File: src/rtl/count_checker_pkg.sv
// rtl/count_checker_pkg.sv - shared constants, state encoding and helpers for count_checker
package count_checker_pkg;

  localparam int DEF_WIDTH = 5;
  localparam int CNT_W     = 8;

  localparam logic [1:0] ST_ACQ   = 2'd0;
  localparam logic [1:0] ST_LOCK  = 2'd1;
  localparam logic [1:0] ST_TRACK = 2'd2;
  localparam logic [1:0] ST_FAULT = 2'd3;

  typedef enum logic [1:0] {
    ACQ   = ST_ACQ,
    LOCK  = ST_LOCK,
    TRACK = ST_TRACK,
    FAULT = ST_FAULT
  } state_t;

  function automatic logic [CNT_W-1:0] sat_inc(input logic [CNT_W-1:0] v);
    return (v == {CNT_W{1'b1}}) ? v : v + 1'b1;
  endfunction

endpackage

File: src/rtl/count_checker_step_check.sv
// rtl/count_checker_step_check.sv - holds the previous sample and classifies each new step
module step_check
  import count_checker_pkg::*;
#(
  parameter int WIDTH = DEF_WIDTH
) (
  input  logic             clk,
  input  logic             rst,
  input  logic [WIDTH-1:0] cnt_in,
  output logic             good_step,
  output logic             is_wrap
);

  logic [WIDTH-1:0] prev;

  always_ff @(posedge clk) begin
    if (rst) prev <= '0;
    else     prev <= cnt_in;
  end

  // Increment is truncated to WIDTH so the all-ones to zero step counts as good.
  assign good_step = (cnt_in == WIDTH'(prev + 1'b1));
  assign is_wrap   = &prev;

endmodule

File: config.mk
export PLATFORM = sky130hd
export DESIGN_NAME = step_check
export DESIGN_NICKNAME = d
export VERILOG_FILES = /design/src/rtl/count_checker_pkg.sv /design/src/rtl/count_checker_step_check.sv
export SDC_FILE = /design/constraint.sdc
export NUM_CORES = 1
export LEC_CHECK = 0
export BUFFER_PORTS_ARGS = -buffer_cell sky130_fd_sc_hd__buf_2
export CAP_MARGIN = 20
export CORE_AREA = 3 3 40 42
export DETAILED_ROUTE_END_ITERATION = 8
export DIE_AREA = 0 0 43 45
export GPL_TIMING_DRIVEN = 0
export PLACE_DENSITY = 0.49
export SYNTH_ARGS = -nofsm -noshare
export SYNTH_HDL_FRONTEND = slang
export SYNTH_SLANG_ARGS = --single-unit
export TNS_END_PERCENT = 10
File: constraint.sdc
create_clock -name clk -period 5.1 [get_ports clk]
set_clock_uncertainty 0.2 [all_clocks]
set_input_delay 1.02 -clock clk [delete_from_list [all_inputs] [get_ports clk]]
set_output_delay 1.02 -clock clk [all_outputs]
set_load 0.02 [all_outputs]
* Yosys cells after proc, flatten, opt, wreduce, memory -nomap -nowiden *
Index checks and enable logic that the tools add are counted.
Widths: inputs -> output; s select.

word-level totals
  register bits after elaboration = 5
  bits of input ports = 7

cells by class
  add/sub/neg operators = 1
  equal/unequal tests = 1
  reduce and logical (&&, ||, !) cells = 1

operator list
  kind                 number
  $add 5x1->5 const B  1
  $eq 5x5->1           1
  $reduce_and 5->1     1

* Logic depth before layout (Yosys ltp) *
  depth after elaboration = 2
  gate-level depth with buffers = 6
  gate-level depth less buffers = 6

* Worst setup path after synthesis *
No wires, ideal clock.

  path type = input -> output
  start = in cnt_in[2]
  end = out good_step
  arrival time = 1.616 ns
  setup slack = 2.264 ns
  cell stages on the path = 3
  buffers on the path = 0
  cell sequence = xnor2_1 > xnor2_1 > nor3_2

on the way
  cells in the longest elaborated chain, start to end = 1

ends and longest elaborated chain
  element          RTL line                        source
  start, declared  count_checker_step_check.sv:9   input logic [WIDTH-1:0] cnt_in,
  $eq 5x5->1       count_checker_step_check.sv:22  assign good_step = (cnt_in == WIDTH'(prev + 1'b1));
  end, declared    count_checker_step_check.sv:10  output logic good_step,

Every way passes these cells.

* Worst setup path in the final report *
  start = reg prev[0]
  end = out good_step

on the way
  cells in the longest elaborated chain, start to end = 2

ends and longest elaborated chain
  element                 RTL line                        source
  start, declared         count_checker_step_check.sv:14  logic [WIDTH-1:0] prev;
  start signal, assigned  count_checker_step_check.sv:18  else prev <= cnt_in;
  $add 5x1->5             count_checker_step_check.sv:22
  $eq 5x5->1              count_checker_step_check.sv:22

Every way passes these cells.

==> metrics.csv <==
metric;value;unit
whs;0.809;ns
syn_nets;32;
crit_path_start_kind;flop;
slowest_delay;0.33;ns
synthesis.area;245;sq um
antenna_cells;0;
relSlewSlack;0.891;
synth_adder_area_share;0.102;
hold_viol_final;0;
cts_tree;yes;
drc_errors;0;
leakagePower;0.150;nW
ys_ff_latch;5;
status;completed;
cp.required;3.88;ns
fin_setup_tns;0;ns
synthMuxAreaShare;0;
synth_top_family_by_area;XOR/XNOR gates;
drive_gt1_frac;0.371;
synth_compound_area_frac;0;
antenna_found_initial;0;
final_cell_mix;buf_2 (8), xnor2_1 (5), nor2b_1 (5), dfxtp_1 (5), clkbuf_4 (3);
cts_resized;0;
cts_max_level;1;
cts_buffers;3;
gp_congestion;0.639;
clockBufferDepth;2;
vias_per_cell;3.72;
overflow;0;
io_pins;9;
coreArea;1280;sq um
crit_family;adder cells;
netlist.area_leader.share;0.408;
fin_crit;3.05;ns
die_w;43;um
power-per-cell-area;308;nW/um^2
first_global_vias;170;
cts-root-buf;clkbuf_4;
synthSimpleGateAreaFrac;0.240;
worst_ir_drop_vdd;0.111;mV
syn_to_final_growth;34.7;%
die_y;45;um
rsz0062_at_grt;false;
finalSetupViolCount;0;
critical_path_buf_inv_count;1;
min_period_over_period;0.599;
ant_nets;0;
dp_cells;46;
hp-class;in2reg;
holdBufCountCts;0;
drt-total-wl;412;um
worstSetupPathType;reg2out;
critical_path.most_common_cell;ha_1;
grt_start_max_net_pins;6;
crit_chain;ha_1 -> and3_2 -> ha_1 -> xnor2_1 -> nand3_1 -> nor3_2 -> buf_2;
netlist_instances;23;
layoutNonFillerInstCount;50;
layout_commonest_cell;buf_2;
slew_viol_final;0;
tightest_slew;0.163;ns
vias;186;
worst_setup_path_end_kind;output pin;
fmax;327;MHz
clkTransAtPathRegs;0.04;ns
cts.sinks;5;
synth_area_leaders;dfxtp_1 (41%), xnor2_1 (18%), nor2b_1 (13%), ha_1 (10%), xor2_1 (7.1%);
path_max_fanout;3;
groute.usage.overall;0.0534;
synth_cell_type_count;8;
start_util;0.191;
firstDrtPassIters;1;
yosysSeqAreaShare;0.408;
fp-row-count;13;
synthXorXnorAreaFrac;0.250;
dr.first_iter.drc_count;0;
largest_registers;prev x5;
io_buffers;8;
wl_per_cell;8.24;um
drv_cap;0;
finalPower;102;uW
crit_slowest_cell;dfxtp_1;
yosysWarnings;0;
die-area;1940;sq um
worstPathArrival;1.83;ns
largest_reg_flops;5;
largest_register;prev;
synth_area_per_cell;10.7;sq um
grt_pass1_wl;669;um
final_nets;45;
postCtsSetupRepairBufs;0;
yosys.area.top_type;dfxtp_1;
[Yosys cell counts]
cell	n
xnor2_1	5
nand3_1	2
and3_2	1
nor2b_1	5
nor3_2	1
ha_1	2
dfxtp_1	5
xor2_1	2
[final timing paths]
kind / from / end / slack, ns / cells past startpoint
worst min-delay path: rst / prev[0] / 0.81 / 2
worst max-delay path: prev[0] / good_step / 2.05 / 7
[per-stage QoR]
step,cell area (sq um),util,worst slack (ns)
floorplan,245,-,2.26
global placement,304,0.237,2.14
detailed placement,304,0.237,2.14
CTS,330,0.257,2.00
global route,330,0.257,1.90
finish,330,0.257,2.05
[logic make-up (layout without fill, tap and decap cells)]
| group | after synthesis | in the layout |
|---|---|---|
| adder cells (fa/ha/maj) | 2 | 2 |
| buffers and inverters | 0 | 12 |
| flip-flops | 5 | 5 |
| XOR/XNOR | 7 | 7 |
| AND/OR/NAND/NOR | 9 | 9 |
[per-layer routing]
layer  GRT usage  share of wire  up-vias
met2      0.0629           0.47        5
met1      0.0607           0.46       82
met4      0.0904              0        0
met5           0              0        -
met3      0.0120          0.068        0
li1            -              -       99
[power by group]
part / switching (mW) / internal, mW / total, mW
registers: 0.00133 / 0.0414 / 0.0427
clock network: 0.0163 / 0.0296 / 0.0459
logic: 0.00590 / 0.00744 / 0.0133
total: 0.0235 / 0.0784 / 0.102
[final cells by class]
| class | instances | area, sq um |
|---|---|---|
| Multi-Input combinational cell | 18 | 145 |
| Clock buffer | 4 | 26.3 |
| Tap cell | 15 | 18.8 |
| Sequential cell | 5 | 100 |
| Timing Repair Buffer | 8 | 40.0 |
| Fill cell | 147 | 955 |
No activity file was read; power rests on OpenSTA's default activity.
